File: src/rtl/mmio_bus_decoder.sv
// Memory-mapped I/O decoder: matches requests against base/mask windows, sequences the
// device access with per-region wait states and a ready timeout, and returns one response.
module mmio_bus_decoder #(
    parameter int                      ADDR_W  = 16,
    parameter int                      DATA_W  = 32,
    parameter int                      N_REG   = 6,
    parameter logic [N_REG*ADDR_W-1:0] BASE    = {16'h1E04, 16'h1E00, 16'h1C0C, 16'h1C08, 16'h1C00, 16'h0800},
    parameter logic [N_REG*ADDR_W-1:0] MASK    = {16'hFFFF, 16'hFFFF, 16'hFFFF, 16'hFFFE, 16'hFFFF, 16'hF800},
    parameter logic [N_REG*4-1:0]      WAIT    = {4'd0, 4'd0, 4'd3, 4'd0, 4'd0, 4'd1},
    parameter int                      TIMEOUT = 15
) (
    input  logic                    clk_i,
    input  logic                    reset_i,
    input  logic                    req_valid_i,
    output logic                    req_ready_o,
    input  logic [ADDR_W-1:0]       req_addr_i,
    input  logic                    req_we_i,
    input  logic [DATA_W-1:0]       req_wdata_i,
    output logic                    rsp_valid_o,
    output logic [DATA_W-1:0]       rsp_rdata_o,
    output logic                    rsp_err_o,
    output logic [N_REG-1:0]        sel_o,
    output logic [ADDR_W-1:0]       dev_addr_o,
    output logic                    dev_we_o,
    output logic [DATA_W-1:0]       dev_wdata_o,
    input  logic [N_REG*DATA_W-1:0] dev_rdata_i,
    input  logic [N_REG-1:0]        dev_ready_i
);

    // state     | meaning
    // ST_IDLE   | ready for a request, decode on accept
    // ST_ACCESS | region selected, burning wait states then waiting for dev_ready
    // ST_RESP   | one-cycle response strobe
    typedef enum logic [1:0] {ST_IDLE, ST_ACCESS, ST_RESP} state_t;

    localparam int IDX_W  = (N_REG > 1) ? $clog2(N_REG) : 1;
    localparam int TCNT_W = (TIMEOUT > 0) ? $clog2(TIMEOUT + 1) : 1;

    state_t              state_q, state_d;
    logic [IDX_W-1:0]    idx_q, idx_d;
    logic [3:0]          wcnt_q, wcnt_d;
    logic [TCNT_W-1:0]   tcnt_q, tcnt_d;
    logic [ADDR_W-1:0]   addr_q, addr_d;
    logic                we_q, we_d;
    logic [DATA_W-1:0]   wdata_q, wdata_d;
    logic [DATA_W-1:0]   rdata_q, rdata_d;
    logic                err_q, err_d;

    logic                hit_any;
    logic [IDX_W-1:0]    hit_idx;
    logic [3:0]          hit_wait;
    logic [DATA_W-1:0]   sel_rdata;
    logic                sel_ready;

    // Descending scan so the lowest hitting region wins on overlap.
    always_comb begin
        hit_any  = 1'b0;
        hit_idx  = '0;
        hit_wait = '0;
        for (int i = N_REG - 1; i >= 0; i--) begin
            if ((req_addr_i & MASK[i*ADDR_W +: ADDR_W]) == BASE[i*ADDR_W +: ADDR_W]) begin
                hit_any  = 1'b1;
                hit_idx  = IDX_W'(i);
                hit_wait = WAIT[i*4 +: 4];
            end
        end
    end

    always_comb begin
        sel_rdata = '0;
        sel_ready = 1'b0;
        sel_o     = '0;
        for (int i = 0; i < N_REG; i++) begin
            if (idx_q == IDX_W'(i)) begin
                sel_rdata = dev_rdata_i[i*DATA_W +: DATA_W];
                sel_ready = dev_ready_i[i];
                sel_o[i]  = (state_q == ST_ACCESS);
            end
        end
    end

    always_comb begin
        state_d = state_q;
        idx_d   = idx_q;
        wcnt_d  = wcnt_q;
        tcnt_d  = tcnt_q;
        addr_d  = addr_q;
        we_d    = we_q;
        wdata_d = wdata_q;
        rdata_d = rdata_q;
        err_d   = err_q;
        unique case (state_q)
            ST_IDLE: begin
                if (req_valid_i) begin
                    addr_d  = req_addr_i;
                    we_d    = req_we_i;
                    wdata_d = req_wdata_i;
                    tcnt_d  = '0;
                    if (hit_any) begin
                        idx_d   = hit_idx;
                        wcnt_d  = hit_wait;
                        state_d = ST_ACCESS;
                    end else begin
                        rdata_d = '0;
                        err_d   = 1'b1;
                        state_d = ST_RESP;
                    end
                end
            end
            ST_ACCESS: begin
                if (wcnt_q != 4'd0) begin
                    wcnt_d = wcnt_q - 4'd1;
                end else if (sel_ready) begin
                    rdata_d = we_q ? '0 : sel_rdata;
                    err_d   = 1'b0;
                    state_d = ST_RESP;
                end else if ((TIMEOUT != 0) && (tcnt_q == TCNT_W'(TIMEOUT))) begin
                    rdata_d = '0;
                    err_d   = 1'b1;
                    state_d = ST_RESP;
                end else begin
                    tcnt_d = tcnt_q + 1'b1;
                end
            end
            ST_RESP:  state_d = ST_IDLE;
            default:  state_d = ST_IDLE;
        endcase
    end

    always_ff @(posedge clk_i) begin
        if (reset_i) begin
            state_q <= ST_IDLE;
            idx_q   <= '0;
            wcnt_q  <= '0;
            tcnt_q  <= '0;
            addr_q  <= '0;
            we_q    <= 1'b0;
            wdata_q <= '0;
            rdata_q <= '0;
            err_q   <= 1'b0;
        end else begin
            state_q <= state_d;
            idx_q   <= idx_d;
            wcnt_q  <= wcnt_d;
            tcnt_q  <= tcnt_d;
            addr_q  <= addr_d;
            we_q    <= we_d;
            wdata_q <= wdata_d;
            rdata_q <= rdata_d;
            err_q   <= err_d;
        end
    end

    assign req_ready_o = (state_q == ST_IDLE);
    assign rsp_valid_o = (state_q == ST_RESP);
    assign rsp_rdata_o = rdata_q;
    assign rsp_err_o   = err_q;
    assign dev_addr_o  = addr_q;
    assign dev_wdata_o = wdata_q;
    assign dev_we_o    = we_q && (state_q == ST_ACCESS);

endmodule
File: config.mk
export PLATFORM = sky130hd
export DESIGN_NAME = mmio_bus_decoder
export DESIGN_NICKNAME = d
export VERILOG_FILES = /design/src/rtl/mmio_bus_decoder.sv
export SDC_FILE = /design/constraint.sdc
export NUM_CORES = 1
export LEC_CHECK = 0
export CAP_MARGIN = 15
export CORE_AREA = 8 8 126 128
export DETAILED_ROUTE_END_ITERATION = 8
export DIE_AREA = 0 0 134 136
export DONT_BUFFER_PORTS = 1
export PLACE_DENSITY = 0.55
export SLEW_MARGIN = 20
export SYNTH_ARGS = -nofsm -noshare
export SYNTH_HDL_FRONTEND = slang
export SYNTH_SLANG_ARGS = --single-unit
File: constraint.sdc
create_clock -name clk_i -period 3.1 [get_ports clk_i]
set_clock_uncertainty 0.05 [all_clocks]
set_input_delay 0.775 -clock clk_i [delete_from_list [all_inputs] [get_ports clk_i]]
set_output_delay 0.775 -clock clk_i [all_outputs]
set_load 0.01 [all_outputs]
==> results of run 1 <==
[kinds of logic after synthesis]
kind of cell	Yosys count	synth area share (%)
flops	95	34.13
fa+ha+maj	3	0.6287
xor+xnor	2	0.3145
compound gates	221	31.15
buf+inv	105	8.286
mux	45	9.679
simple gates	198	15.81
[per-stage QoR]
step | utilization (%) | hold slack [ns] | cell area, um^2
2_1_floorplan | - | 0.3949 | 5572
5_1_grt | 42.50 | 0.4212 | 5967
4_1_cts | 42.43 | 0.4237 | 5957
6_report | 42.50 | 0.4383 | 5967
3_3_place_gp | 40.06 | 0.4301 | 5624
3_5_place_dp | 40.06 | 0.4258 | 5624
[area by class of cell]
cell class | count | area (um^2)
fill | 1402 | 8071
multi-input combinational | 469 | 3221
sequential | 95 | 1907
clock buffer | 12 | 256.5
tap | 184 | 230.2
inverter | 39 | 146.4
timing repair buffer | 15 | 125.1
clock inverter | 4 | 76.32
antenna | 2 | 5.005
[worst max path at each step]
stage,to,slack [ns],cells after the start
after floorplan,rsp_rdata_o[10]$_SDFFE_PP0P_,0.62,5
after global placement,rsp_rdata_o[12]$_SDFFE_PP0P_,0.56,5
after detailed placement,rsp_rdata_o[14]$_SDFFE_PP0P_,0.51,5
after CTS,sel_o[2],0.50,3
after global routing,sel_o[2],0.42,3
final,sel_o[2],0.55,3
[power groups by stage]
stage / Clock, mW / Sequential, mW / Combinational, mW
floorplan: 0 / 1.33 / 0.197
global placement: 0 / 1.34 / 0.217
detailed placement: 0 / 1.34 / 0.227
CTS: 1.27 / 1.31 / 0.226
global route: 1.32 / 1.32 / 0.249
finish: 1.23 / 1.31 / 0.223
[critical path, delay by kind of cell (launching register included)]
family / cells / cell delay, ns
flip-flops: 1 / 0.54
AND/OR/NAND/NOR: 3 / 0.86
[flip-flops by register name (all words and copies together) (netlist names)]
signal	flops
dev_addr_o	16
rsp_err_o	1
wcnt_q	4
rsp_rdata_o	32
dev_wdata_o	32
tcnt_q	4
idx_q	3
we_q	1
state_q	2
[per-layer routing]
metal,GRT usage (%),up-vias
met5,0,-
met4,6.363,0
met3,9.350,21
met2,36.61,242
met1,22.48,2438
li1,-,2382
[cells in the final DEF (no fill, tap or decap), types with 3 or more instances in the layout]
master / instances
nand2_1: 106
dfxtp_1: 93
a21oi_1: 59
nor2_1: 45
inv_1: 39
mux2i_1: 37
o21ai_0: 30
o32ai_2: 30
o311ai_0: 26
o22ai_1: 25
a22oi_1: 25
buf_4: 14
nand3_1: 9
clkbuf_16: 9
mux4_2: 7
nor3_1: 6
o31ai_1: 6
nand4_1: 4
nor2b_1: 3
nand2b_1: 3
nor4_1: 3
a31oi_1: 3
==> out/qor.csv, run 1 <==
metric,value,unit
"Clk Latency, worst-skew pair",0.34,ns
"FFs w/ async S/R, synth",0,%
maximum number of pins on one net before global-route repair,64,
DRT Pass-1 Iters,7,
# resized after CTS,0,
initial antenna violation count,1,
Critical Path AT,1.72,ns
setup tns final,0,ns
clk sinks,95,
Vias/cell,6.199,
worst hold path depth,2,
Worst Reg-to-Reg Cells,5,
share of cells above drive strength 1,12.62,%
CP max-delay cell,dfxtp_1,
largest cells by area after synthesis,"dfxtp_1, o32ai_2, nand2_1",
Clock Path Buffers,2,
critical path launch point type,flop,
post-synth top area cell,dfxtp_1,
first-pass GRT wire length,29860,um
CTS tree,done,
sw frac,23.69,%
Placed Cells,802,
Iteration-0 DRC Markers,253,
average routed wire per standard cell,24.69,um
fin. max-slew vios,0,
die area,0.01822,mm^2
area share of the largest cell type after synthesis,34.13,%
synthesized area,0.005572,mm^2
"count leader, synth",nand2_1,
vias in the first global route,5005,
Post-DP HPWL,15850,um
Vias,5083,
power per cell area,462.7,mW/mm^2
Crit path largest cell delay,0.54,ns
CP Cell Sequence,nor2b_1 -> nand2_1 -> nor2_1,
main flop type after synthesis,dfxtp_1,
highest metal used,met4,
H-tree Lvls,3,
Commonest cells post-synth,"nand2_1, dfxtp_1, a21oi_1",
NetSw,0.6541,mW
register clock-pin slew on the reported worst setup and hold paths,0.07,ns
Root Buffer,clkbuf_16,
internal power,2.107,mW
fin crit period,2.549,ns
metal3 WL,2212,um
critical-path maximum fanout,8,
final worst slack,0.5512,ns
FP Rows,44,
Post-Synthesis Mean Instance Area,8.328,um^2
Mapped Cells,669,
Netlist cell types,57,
Die Wd,134,um
outcome,"complete, no violations",
worst min-delay path class,flop to flop,
Yosys warning total,0,
crit end category,output pin,
Tot Pwr,2.761,mW
DRC errors left,0,
Total Nets Final,881,
Final ANT Viol Nets,0,
Die Y,136,um
pre-CTS setup slack,0.5113,ns
area of the core,0.01404,mm^2
Final period util,82.22,%
Final Hold Viols,0,
Finished Layout Cells,820,
Final GP Congestion,0.8732,
Post-synth EDFFs,0,
combinational power share,8.1,%
Routed WL,20250,um
clock share of power,44.4,%
peak supply drop,0.0002982,V
highest achievable clock rate,0.3923,GHz
hold endpoint,we_q$_SDFFE_PP0P_,
Synthesized Nets,921,
Worst EP required,2.27,ns
unrepaired setup endpoints after global routing,no,
slew at the pin with the worst max-slew slack,0.6843,ns
final setup fails,0,
P_leak,1.845,nW
total track usage,21.00,%
synthesis-to-finish area growth,7.096,%
slew margin rel.,53.80,%
flop2flop setup slack,0.68,ns
hold-fix buffers at CTS,0,
Initial Util,39.69,%
"Seq/Total Area, Yosys",34.13,%
min-delay src,we_q$_SDFFE_PP0P_,
launching point of the worst reg2reg path,idx_q[2]$_SDFFE_PP0P_,
met1 wire length,7474,um
CTS buffer count,9,
Yosys reg bits,95,
Seq pwr share,47.5,%
grt total ovfl,0,
I/O pin count,340,
met2 WL,10190,um
Max-cap violations,0,
port bufs,0,
setup repair bufs after CTS,0,
CP startpoint,state_q[0]$_SDFFE_PP0P_,
crit path kind,flop to output pin,
reg2reg end,rsp_rdata_o[14]$_SDFFE_PP0P_,
No activity file was read; power rests on OpenSTA's default activity.
==> run 2: changes to the inputs <==
==> constraint.sdc (replaced) <==
create_clock -name clk_i -period 2.6 [get_ports clk_i]
set_clock_uncertainty 0.05 [all_clocks]
set_input_delay 0.65 -clock clk_i [delete_from_list [all_inputs] [get_ports clk_i]]
set_output_delay 0.65 -clock clk_i [all_outputs]
set_load 0.01 [all_outputs]
==> out/qor.csv, run 2 (synthesis gave the netlist of run 1 again) <==
metric,value,unit
Final ANT Viol Nets,0,
die area,0.01822,mm^2
Initial Util,39.69,%
Clock Path Buffers,2,
fin. max-slew vios,0,
final setup fails,0,
H-tree Lvls,3,
Total Nets Final,887,
critical-path maximum fanout,11,
met1 wire length,7392,um
worst min-delay path class,input port to flop,
Die Wd,134,um
peak supply drop,0.0002778,V
maximum number of pins on one net before global-route repair,64,
DRC errors left,0,
crit end category,output pin,
Final Hold Viols,0,
Vias,5036,
DRT Pass-1 Iters,5,
Post-DP HPWL,15870,um
Hold Worst Slack,0.3257,ns
grt total ovfl,0,
flop2flop setup slack,0.30,ns
Critical Path AT,1.65,ns
Final GP Congestion,0.8887,
slew at the pin with the worst max-slew slack,0.6800,ns
first-pass GRT wire length,29880,um
synthesis-to-finish area growth,7.276,%
Routed WL,20200,um
most frequent cells in the layout,"nand2_1, dfxtp_1, a21oi_1",
P_leak,1.857,nW
"Clk Latency, worst-skew pair",0.34,ns
min-delay src,reset_i,
area of the core,0.01404,mm^2
vias in the first global route,5082,
hold endpoint,dev_wdata_o[4]$_SDFFE_PP0P_,
average routed wire per standard cell,24.40,um
fill cell count,1416,
Iteration-0 DRC Markers,332,
Final period util,90.32,%
reg2reg end,rsp_rdata_o[25]$_SDFFE_PP0P_,
Worst EP required,1.90,ns
"most common cell after layout, fill and taps aside",nand2_1,
total track usage,21.05,%
outcome,"complete, no violations",
metal3 WL,2301,um
Max-cap violations,0,
FP Rows,44,
critical path launch point type,flop,
clk sinks,95,
CTS buffer count,9,
power per cell area,518.2,mW/mm^2
crit path kind,flop to output pin,
share of cells above drive strength 1,13.28,%
highest metal used,met4,
Vias/cell,6.082,
fin crit period,2.348,ns
met2 WL,10060,um
initial antenna violation count,4,
CTS tree,done,
slew margin rel.,54.09,%
setup tns final,0,ns
port bufs,0,
register clock-pin slew on the reported worst setup and hold paths,0.06,ns
worst hold path depth,1,
launching point of the worst reg2reg path,idx_q[1]$_SDFFE_PP0P_,
Die Y,136,um
highest achievable clock rate,0.4258,GHz
Worst Reg-to-Reg Cells,5,
I/O pin count,340,
unrepaired setup endpoints after global routing,no,
Root Buffer,clkbuf_16,
run 2: worst max path at each step:
stage | from | endpoint | slack (ns)
6_report | state_q[0]$_SDFFE_PP0P_ | sel_o[1] | 0.25
5_1_grt | state_q[0]$_SDFFE_PP0P_ | sel_o[1] | 0.08
4_1_cts | state_q[0]$_SDFFE_PP0P_ | sel_o[2] | 0.13
3_5_place_dp | req_addr_i[15] | rsp_rdata_o[25]$_SDFFE_PP0P_ | 0.16
3_3_place_gp | req_addr_i[15] | rsp_rdata_o[31]$_SDFFE_PP0P_ | 0.18
2_1_floorplan | req_addr_i[15] | rsp_rdata_o[10]$_SDFFE_PP0P_ | 0.25
run 2: timing repair:
item / 4_1_cts / 5_1_grt
gates resized for setup: 0 / 1
hold buffers: 0 / 0
buffers inserted: 0 / 0
endpoints found under the setup margin: 0 / 1
run 2: layer usage:
layer	vias to the layer above	GRT usage, %
met4	0	8.297
met2	238	35.66
met3	22	9.497
met5	-	0
li1	2386	-
met1	2390	22.59
run 2: final cells by class:
class | count | area, um^2 | share of cell area (%)
multi-input cells | 469 | 3223 | 53.93
flip-flops and latches | 95 | 1907 | 31.90
clock buffers | 14 | 264.0 | 4.417
well taps | 184 | 230.2 | 3.852
repair buffers | 21 | 182.7 | 3.056
inverters | 39 | 146.4 | 2.449
clock inverters | 2 | 13.76 | 0.2303
diodes | 4 | 10.01 | 0.1675
run 2: power by group:
part           switching, mW  internal [mW]
combinational          0.158          0.114
clock                  0.557          0.705
sequential            0.0593           1.50
total                  0.774           2.32
run 2: critical path, stage by stage, from the launching register on:
cell and delay, ns:
dfxtp_1 0.52, nand2b_1 0.33, nor3_1 0.29, buf_4 0.17
run 2: stage by stage:
step                      power (mW)  cells  utilization [%]  area (um^2)  setup WS (ns)
after floorplan                1.818    669                -         5572         0.2482
after global placement         1.862    808            40.47         5682         0.1786
after detailed placement       1.873    808            40.47         5682         0.1599
after CTS                      3.148    824            42.45         5959         0.1349
after global routing           3.246    828            42.58         5977        0.07799
final                          3.097    828            42.58         5977         0.2516
